<file path="config.mk">
export PLATFORM = sky130hd
export DESIGN_NAME = memory_data_unit_flat
export DESIGN_NICKNAME = d
export VERILOG_FILES = /design/src/rtl/memory_data_unit_if.sv /design/src/rtl/memory_data_unit.sv /design/src/flat_wrapper.sv
export SDC_FILE = /design/constraint.sdc
export NUM_CORES = 1
export LEC_CHECK = 0
export ABC_AREA = 1
export CAP_MARGIN = 20
export CORE_MARGIN = 1.5
export CORE_UTILIZATION = 36
export CTS_BUF_LIST = sky130_fd_sc_hd__clkbuf_8
export CTS_CLUSTER_SIZE = 14
export DETAILED_ROUTE_END_ITERATION = 6
export GPL_ROUTABILITY_DRIVEN = 0
export HOLD_SLACK_MARGIN = 0.15
export PLACE_DENSITY = 0.76
export SETUP_SLACK_MARGIN = 0.5
export SYNTH_ARGS = -nofsm -noshare
export SYNTH_HDL_FRONTEND = slang
export SYNTH_SLANG_ARGS = --single-unit
</file>
<file path="constraint.sdc">
create_clock -name clk -period 1.52 [get_ports clk]
set_clock_uncertainty 0.1 [all_clocks]
set_input_delay 0.152 -clock clk [delete_from_list [all_inputs] [get_ports clk]]
set_output_delay 0.152 -clock clk [all_outputs]
set_load 0.01 [all_outputs]
</file>
<file path="src/rtl/memory_data_unit_if.sv">
// CPU-bus / data-memory signal bundle for memory_data_unit.
// slave = the MDU itself; master = the CPU side plus memory model that drives it.
interface memory_data_unit_if #(
  parameter int DATA_W = 32
);
  logic              mdr_in;
  logic [DATA_W-1:0] bus_d;
  logic              read_req;
  logic              write_req;
  logic [1:0]        size;
  logic              sign_ext;
  logic [DATA_W-1:0] mem_rdata;
  logic              mem_ready;
  logic              mem_rd;
  logic              mem_wr;
  logic [DATA_W-1:0] mem_wdata;
  logic              busy;
  logic              done;
  logic              err;
  logic [DATA_W-1:0] q;

  modport slave (
    input  mdr_in, bus_d, read_req, write_req, size, sign_ext, mem_rdata, mem_ready,
    output mem_rd, mem_wr, mem_wdata, busy, done, err, q
  );

  modport master (
    output mdr_in, bus_d, read_req, write_req, size, sign_ext, mem_rdata, mem_ready,
    input  mem_rd, mem_wr, mem_wdata, busy, done, err, q
  );
endinterface

</file>
<file path="src/rtl/memory_data_unit.sv">
// Memory data register with IDLE/READ/WRITE/DONE memory handshake, sized + extended loads; MDU_TIMEOUT_EN adds a mem_ready timeout.
// Strobe from the request edge; done one cycle after mem_ready is sampled; requests while busy are dropped, not queued.
module memory_data_unit #(
  parameter int DATA_W         = 32,
  parameter int TIMEOUT_CYCLES = 15
) (
  input logic               clk,
  input logic               clr,
  memory_data_unit_if.slave mdu
);

  typedef enum logic [1:0] {
    IDLE  = 2'd0,
    READ  = 2'd1,
    WRITE = 2'd2,
    DONE  = 2'd3
  } state_t;

  localparam logic [1:0] SZ_HALF = 2'b01;
  localparam logic [1:0] SZ_BYTE = 2'b10;

  state_t            state, state_nxt;
  logic [DATA_W-1:0] q_r, q_nxt;
  logic              rd_r, rd_nxt;
  logic              wr_r, wr_nxt;
  logic              busy_r, busy_nxt;
  logic              done_r, done_nxt;
  logic [1:0]        size_r, size_nxt;
  logic              sx_r, sx_nxt;

`ifdef MDU_TIMEOUT_EN
  localparam logic [7:0] TO_LAST = 8'(TIMEOUT_CYCLES - 1);
  logic [7:0] cnt, cnt_nxt;
  logic       err_r, err_nxt;
`endif

  // Byte/halfword: fill with the extension bit, then overlay the low bits.
  function automatic logic [DATA_W-1:0] fmt_load(input logic [DATA_W-1:0] d,
                                                input logic [1:0]        sz,
                                                input logic              sx);
    logic [DATA_W-1:0] r;
    case (sz)
      SZ_BYTE: begin
        r      = {DATA_W{sx & d[7]}};
        r[7:0] = d[7:0];
      end
      SZ_HALF: begin
        r       = {DATA_W{sx & d[15]}};
        r[15:0] = d[15:0];
      end
      default: r = d;
    endcase
    return r;
  endfunction

  always_comb begin
    state_nxt = state;
    q_nxt     = q_r;
    rd_nxt    = 1'b0;
    wr_nxt    = 1'b0;
    done_nxt  = 1'b0;
    size_nxt  = size_r;
    sx_nxt    = sx_r;
`ifdef MDU_TIMEOUT_EN
    cnt_nxt   = cnt;
    err_nxt   = 1'b0;
`endif
    case (state)
      IDLE: begin
        if (mdu.read_req) begin
          state_nxt = READ;
          rd_nxt    = 1'b1;
          size_nxt  = mdu.size;
          sx_nxt    = mdu.sign_ext;
`ifdef MDU_TIMEOUT_EN
          cnt_nxt   = 8'd0;
`endif
        end else if (mdu.write_req) begin
          state_nxt = WRITE;
          wr_nxt    = 1'b1;
`ifdef MDU_TIMEOUT_EN
          cnt_nxt   = 8'd0;
`endif
        end else if (mdu.mdr_in) begin
          q_nxt = mdu.bus_d;
        end
      end
      READ: begin
        if (mdu.mem_ready) begin
          q_nxt     = fmt_load(mdu.mem_rdata, size_r, sx_r);
          state_nxt = DONE;
          done_nxt  = 1'b1;
`ifdef MDU_TIMEOUT_EN
        end else if (cnt == TO_LAST) begin
          state_nxt = DONE;
          done_nxt  = 1'b1;
          err_nxt   = 1'b1;
        end else begin
          cnt_nxt = cnt + 8'd1;
          rd_nxt  = 1'b1;
        end
`else
        end else begin
          rd_nxt = 1'b1;
        end
`endif
      end
      WRITE: begin
        if (mdu.mem_ready) begin
          state_nxt = DONE;
          done_nxt  = 1'b1;
`ifdef MDU_TIMEOUT_EN
        end else if (cnt == TO_LAST) begin
          state_nxt = DONE;
          done_nxt  = 1'b1;
          err_nxt   = 1'b1;
        end else begin
          cnt_nxt = cnt + 8'd1;
          wr_nxt  = 1'b1;
        end
`else
        end else begin
          wr_nxt = 1'b1;
        end
`endif
      end
      DONE: begin
        state_nxt = IDLE;
      end
      default: begin
        state_nxt = IDLE;
      end
    endcase
    busy_nxt = (state_nxt != IDLE);
  end

  always_ff @(posedge clk or posedge clr) begin
    if (clr) begin
      state  <= IDLE;
      q_r    <= '0;
      rd_r   <= 1'b0;
      wr_r   <= 1'b0;
      busy_r <= 1'b0;
      done_r <= 1'b0;
      size_r <= 2'b00;
      sx_r   <= 1'b0;
`ifdef MDU_TIMEOUT_EN
      cnt    <= 8'd0;
      err_r  <= 1'b0;
`endif
    end else begin
      state  <= state_nxt;
      q_r    <= q_nxt;
      rd_r   <= rd_nxt;
      wr_r   <= wr_nxt;
      busy_r <= busy_nxt;
      done_r <= done_nxt;
      size_r <= size_nxt;
      sx_r   <= sx_nxt;
`ifdef MDU_TIMEOUT_EN
      cnt    <= cnt_nxt;
      err_r  <= err_nxt;
`endif
    end
  end

  // q only changes from IDLE or on read completion, so it is stable for the whole write.
  assign mdu.mem_wdata = q_r;
  assign mdu.q         = q_r;
  assign mdu.mem_rd    = rd_r;
  assign mdu.mem_wr    = wr_r;
  assign mdu.busy      = busy_r;
  assign mdu.done      = done_r;
`ifdef MDU_TIMEOUT_EN
  assign mdu.err       = err_r;
`else
  assign mdu.err       = 1'b0;
`endif

endmodule

</file>
<file path="src/flat_wrapper.sv">
// flat-port wrapper written by rule: the top's interface ports become plain ports
module memory_data_unit_flat 
#(
  parameter int DATA_W         = 32,
  parameter int TIMEOUT_CYCLES = 15
)
  (clk, clr, mdu_mdr_in, mdu_bus_d, mdu_read_req, mdu_write_req, mdu_size, mdu_sign_ext, mdu_mem_rdata, mdu_mem_ready, mdu_mem_rd, mdu_mem_wr, mdu_mem_wdata, mdu_busy, mdu_done, mdu_err, mdu_q);
  memory_data_unit_if #(.DATA_W(DATA_W)) mdu_i ();
  input logic clk;
  input logic clr;
  input wire logic [$bits(mdu_i.mdr_in)-1:0] mdu_mdr_in;
  input wire logic [$bits(mdu_i.bus_d)-1:0] mdu_bus_d;
  input wire logic [$bits(mdu_i.read_req)-1:0] mdu_read_req;
  input wire logic [$bits(mdu_i.write_req)-1:0] mdu_write_req;
  input wire logic [$bits(mdu_i.size)-1:0] mdu_size;
  input wire logic [$bits(mdu_i.sign_ext)-1:0] mdu_sign_ext;
  input wire logic [$bits(mdu_i.mem_rdata)-1:0] mdu_mem_rdata;
  input wire logic [$bits(mdu_i.mem_ready)-1:0] mdu_mem_ready;
  output wire logic [$bits(mdu_i.mem_rd)-1:0] mdu_mem_rd;
  output wire logic [$bits(mdu_i.mem_wr)-1:0] mdu_mem_wr;
  output wire logic [$bits(mdu_i.mem_wdata)-1:0] mdu_mem_wdata;
  output wire logic [$bits(mdu_i.busy)-1:0] mdu_busy;
  output wire logic [$bits(mdu_i.done)-1:0] mdu_done;
  output wire logic [$bits(mdu_i.err)-1:0] mdu_err;
  output wire logic [$bits(mdu_i.q)-1:0] mdu_q;
  assign mdu_i.mdr_in = mdu_mdr_in;
  assign mdu_i.bus_d = mdu_bus_d;
  assign mdu_i.read_req = mdu_read_req;
  assign mdu_i.write_req = mdu_write_req;
  assign mdu_i.size = mdu_size;
  assign mdu_i.sign_ext = mdu_sign_ext;
  assign mdu_i.mem_rdata = mdu_mem_rdata;
  assign mdu_i.mem_ready = mdu_mem_ready;
  assign mdu_mem_rd = mdu_i.mem_rd;
  assign mdu_mem_wr = mdu_i.mem_wr;
  assign mdu_mem_wdata = mdu_i.mem_wdata;
  assign mdu_busy = mdu_i.busy;
  assign mdu_done = mdu_i.done;
  assign mdu_err = mdu_i.err;
  assign mdu_q = mdu_i.q;
  memory_data_unit #(.DATA_W(DATA_W), .TIMEOUT_CYCLES(TIMEOUT_CYCLES)) u_core (.clk(clk), .clr(clr), .mdu(mdu_i));
endmodule
</file>
## After elaboration in Yosys (flattened, before gate mapping)

Cells that the tools add are included.

- Bits in registers: 41
- Bits of input ports: 73
- Output and inout bits: 69
- Logic and storage cells: 43

- Equal/unequal tests: 9
- Multiplexer cells: 18
- Bitwise logic cells: 2
- Reduce and logical (&&, ||, !) cells: 6

Operators with widths:

| operator | count |
|---|---|
| 32-bit two-way mux | 4 |
| 32-bit one-hot mux with 2 select lines | 2 |
| 2-bit inequality test (second input constant) | 4 |
| 2-bit equality test (second input constant) | 3 |
| 1-bit two-way mux | 6 |
| 2-bit two-way mux | 3 |
| 2-bit one-hot mux with 3 select lines | 1 |
| 5-bit AND reduction | 1 |
| 2-bit by 1-bit equality test with 1-bit output (second input constant) | 2 |
| 1-bit one-hot mux with 2 select lines | 2 |
| 2-bit nonzero test | 2 |
| 1-bit bitwise AND | 2 |
| 2-bit logical NOT | 1 |
| 2-bit AND reduction | 1 |
| 2-bit OR reduction | 1 |

## Depth between registers and ports, before layout

- Depth after elaboration: 4
- Gate-level depth with buffers: 11
- Gate-level depth less buffers: 9

## Worst setup path after synthesis

OpenSTA, ideal clock, no wires.

- Kind: reg2reg
- From: register u_core.state[1]
- To: register u_core.q_r[10], in the netlist u_core.mdu.mem_wdata[10]
- Setup time: 0.117 ns
- Data arrival time: 1.382 ns
- Required time: 1.303 ns
- Slack: -0.079 ns
- Stages on the path, launching flop included: 12
- Buffers on the path: 2
- Period minus slack after synthesis: 1.599 ns
- Path through: dfrtp_1 -> inv_1 -> ha_1 -> buf_6 -> inv_4 -> nand2_4 -> nand2_4 -> nor2_8 -> inv_4 -> buf_6 -> nand2_1 -> nand2_1

- Longest elaborated chain between the ends: 3
- Elaborated cells between the ends (all ways): 9
- Classes of those cells: 5 x eq/ne; 1 x mux; 3 x reduce/logical

Ends and longest elaborated chain:

| what | RTL line | text |
|---|---|---|
| start, declared | memory_data_unit.sv:22 | `state_t state, state_nxt;` |
| start signal, assigned | memory_data_unit.sv:152 | `state <= state_nxt;` |
| 2-bit by 1-bit equality test with 1-bit output / 2-bit logical NOT (equally long branches) | memory_data_unit.sv:68 | `case (state)` |
| 2-bit inequality test (no source line) / 2-bit nonzero test (equally long branches) | n/a |  |
| 5-bit AND reduction (no source line) | n/a |  |
| end signal, assigned | memory_data_unit.sv:153 | `q_r <= q_nxt;` |
| end, declared | memory_data_unit.sv:23 | `logic [DATA_W-1:0] q_r, q_nxt;` |

Parallel ways exist; a longest one is shown, timed or not.
A chain may end at the register's enable or synchronous reset.

## Final worst setup path

- From: register u_core.state[0]
- To: register u_core.q_r[1], in the netlist u_core.mdu.mem_wdata[1]

Same word-level chain as after synthesis.

==> results.yml <==
grt:
  grt_max_degree: 42
  grt_overflow_total: 0
  antenna_found_initial: 0
  grt_pass1_vias: 2833
  grtUsageTotal: 0.2140
  grt_pass1_wl_um: 12870
pwr:
  ir_worst_vdd_v: 0.001326
  p_leak_uw: 0.002332
  p_per_area_nw_per_um2: 2201
place:
  numPortBuffers: 140
  post-place-cells: 547
  dpl_worst_slack_ns: -0.1048
  dp_hpwl_um: 5471
  placed_area_um2: 4005
status:
  status: "finished, violations left"
  failed_checks: "negative setup slack"
cells_and_area:
  final_cells: 594
  syn2layout_area_growth_pct: 75.72
  drive_gt1_frac: 0.4116
  nNetsFinal: 578
  design_area_um2: 4591
  insertedDiodeCount: 0
clock_tree:
  clock_path_buffers: 2
  clk_pin_slew_worst_paths_ns: 0.08
  cts_sinks: 41
  h-tree-depth: 2
  cts_tree: "built"
  numCtsBuffers: 5
  clk_latency_ns: 0.29
  clk_root_buffer_cell: "clkbuf_8"
  ctsHoldBuffers: 0
critical_path:
  path_cells: "inv_4, ha_4, nand2_4, nand3_4, nor2_8, buf_12, buf_16, nand2_2, nand2_1"
  cp-start-kind: "flop"
  worstSetupStartpoint: "u_core.state[0]"
  cp-endpoint: "u_core.mdu.mem_wdata[1]"
  crit_arrival_ns: 1.76
  rrSetupSlack_ns: -0.10
  crit_path_top_delay_cell: "dfrtp_2"
  cp_max_fo: 8
  endpoint_kind: "flop"
  worst_ep_required_time_ns: 1.65
  r2r_start: "u_core.state[0]"
  r2r_end: "u_core.mdu.mem_wdata[1]"
  reg2reg_depth: 9
  critical_path_class: "reg2reg"
  slowest_delay_ns: 0.44
yosys:
  ys_seq_area_frac: 0.3927
  synth_ff_type: "dfrtp_1"
  synthArstFlopShare: 1.000
  yosysWarnings: 0
  synth-edff-count: 0
  muxShareOfSynthArea: 0
  synth_compound_area_frac: 0.05077
  yosys.area_share.simple: 0.3530
  synth_xor_area_frac: 0
  synth_commonest_cells: "115 x nand2_1, 48 x nand3_1, 41 x dfrtp_1"
  synth_top_family_by_area: "simple AND/OR/NAND/NOR gates"
  synth_top_area_frac: 0.3927
  ys_ff_latch: 41
  synth_top_area_cell: "dfrtp_1"
  synth_cells: 341
  syn_area_um2: 2613
  synth_fa_ha_area_frac: 0.03352
  synth_most_common_cell: "nand2_1"
  postSynthAreaPerCell_um2: 7.661
  synth_nets: 421
  synth_cell_types: 25
  synth_top_cells_by_area: "dfrtp_1 39%, nand2_1 17%, buf_4 9.8%, nand3_1 9.2%, or2_2 5.7%"
timing:
  max_freq_ghz: 0.6154
  finalMaxSlewViolations: 0
  min_period_over_period: 1.069
  rsz0062_at_grt: "yes"
  worst_slack_ns: -0.1050
  hold_viol_final: 0
  period_minus_slack_ns: 1.625
  setup_viol: 32
  fin_setup_tns_ns: -1.992
die:
  initial_core_util: 0.3783
  rows: 30
  dieHeight_um: 88.19
  die_area_um2: 7777
  die_width_um: 88.19
  core_um2: 6907
  boundaryPins: 142
min_path:
  hp-class: "in2async"
job:
  cap_violations: 0
routing:
  vias: 2812
  first_pass_iters: 4
  via_per_inst: 4.734
  post-route-drc-count: 0
  routed_wirelength_um: 8347
  wire_per_inst_um: 14.05
  ant_nets: 0
  drt_iter0_drc: 104
repair_timing:
action / in CTS / in global routing
setup buffers: 35 / 4
resized for setup: 369 / 19
gates cloned: 1 / 0
endpoints found under the setup margin: 109 / 109
pin swaps: 10 / 11
hold endpoints to repair: 0 / 0
critical path: cells and delay by family (launching register included):
family                   cells  cell delay, ns
flip-flops                   1            0.44
adder cells (fa/ha/maj)      1            0.18
buffers and inverters        3            0.33
AND/OR/NAND/NOR              5            0.51
power by group:
| group | switching [µW] | leakage [µW] | total, µW | internal (µW) |
|---|---|---|---|---|
| Clock | 361 | 0.0000485 | 715 | 354 |
| Combinational | 3550 | 0.00178 | 7350 | 3800 |
| Sequential | 394 | 0.000504 | 2040 | 1640 |
| Total | 4300 | 0.00233 | 10100 | 5800 |
layout make-up:
| cell class | count | area, µm² |
|---|---|---|
| fillers | 588 | 2316 |
| repair buffers | 199 | 1914 |
| multi-input cells | 233 | 1341 |
| flip-flops and latches | 41 | 1027 |
| well taps | 96 | 120.1 |
| inverters | 18 | 101.3 |
| clock buffers | 6 | 82.58 |
| clock inverters | 1 | 3.754 |
metrics by stage:
| step | power (µW) | util | hold slack, ns |
|---|---|---|---|
| after floorplan | 5718 | - | 0.03717 |
| after global placement | 7739 | 0.5799 | 0.3828 |
| after detailed placement | 7926 | 0.5799 | 0.3924 |
| after CTS | 9816 | 0.6500 | 0.1788 |
| after global routing | 10840 | 0.6647 | 0.1814 |
| final | 10100 | 0.6647 | 0.1615 |
per-layer routing:
metal	track usage	wire, µm
met2	0.3963	4393
met5	0	0
met4	0.07102	174
met1	0.2409	3200
met3	0.04901	578
placed cells by master, fill, tap and decap left out, types with 6 or more instances in the layout:
cell / synthesis / layout
nand2_1: 115 / 102
ha_4: 0 / 6
nand3_1: 48 / 48
buf_12: 0 / 6
nand2_4: 2 / 6
clkdlybuf4s50_1: 0 / 72
buf_4: 34 / 19
buf_6: 7 / 62
dfrtp_1: 41 / 40
inv_1: 14 / 9
clkbuf_8: 0 / 6
a21oi_1: 19 / 18
nand2_2: 1 / 10
or2_2: 24 / 24
buf_2: 3 / 38
state kept, by name, summed over array words and instances (netlist names):
register and cells:
u_core.mdu.busy 1, u_core.mdu.done 1, u_core.mdu.mem_rd 1, u_core.mdu.mem_wdata 32
u_core.mdu.mem_wr 1, u_core.size_r 2, u_core.state 2, u_core.sx_r 1
cells by family (layout without fill, tap and decap cells):
group / count (synthesis) / in the layout
flops: 41 / 41
fa+ha+maj: 7 / 7
simple gates: 200 / 200
buf+inv: 67 / 224
compound gates: 25 / 25
other cells: 1 / 1
how the worst min path moves through the flow:
stage	start	endpoint	slack (ns)	cells past startpoint
floorplan	clr	u_core.mdu.busy	0.04	1
global placement	u_core.mdu.mem_wdata[0]	u_core.mdu.mem_wdata[0]	0.38	2
detailed placement	u_core.mdu.mem_wdata[1]	u_core.mdu.mem_wdata[1]	0.39	2
CTS	clr	u_core.mdu.mem_wdata[0]	0.18	3
global route	clr	u_core.mdu.mem_wdata[7]	0.18	3
finish	clr	u_core.mdu.mem_wdata[0]	0.16	3
(Power assumes the default switching activity.)
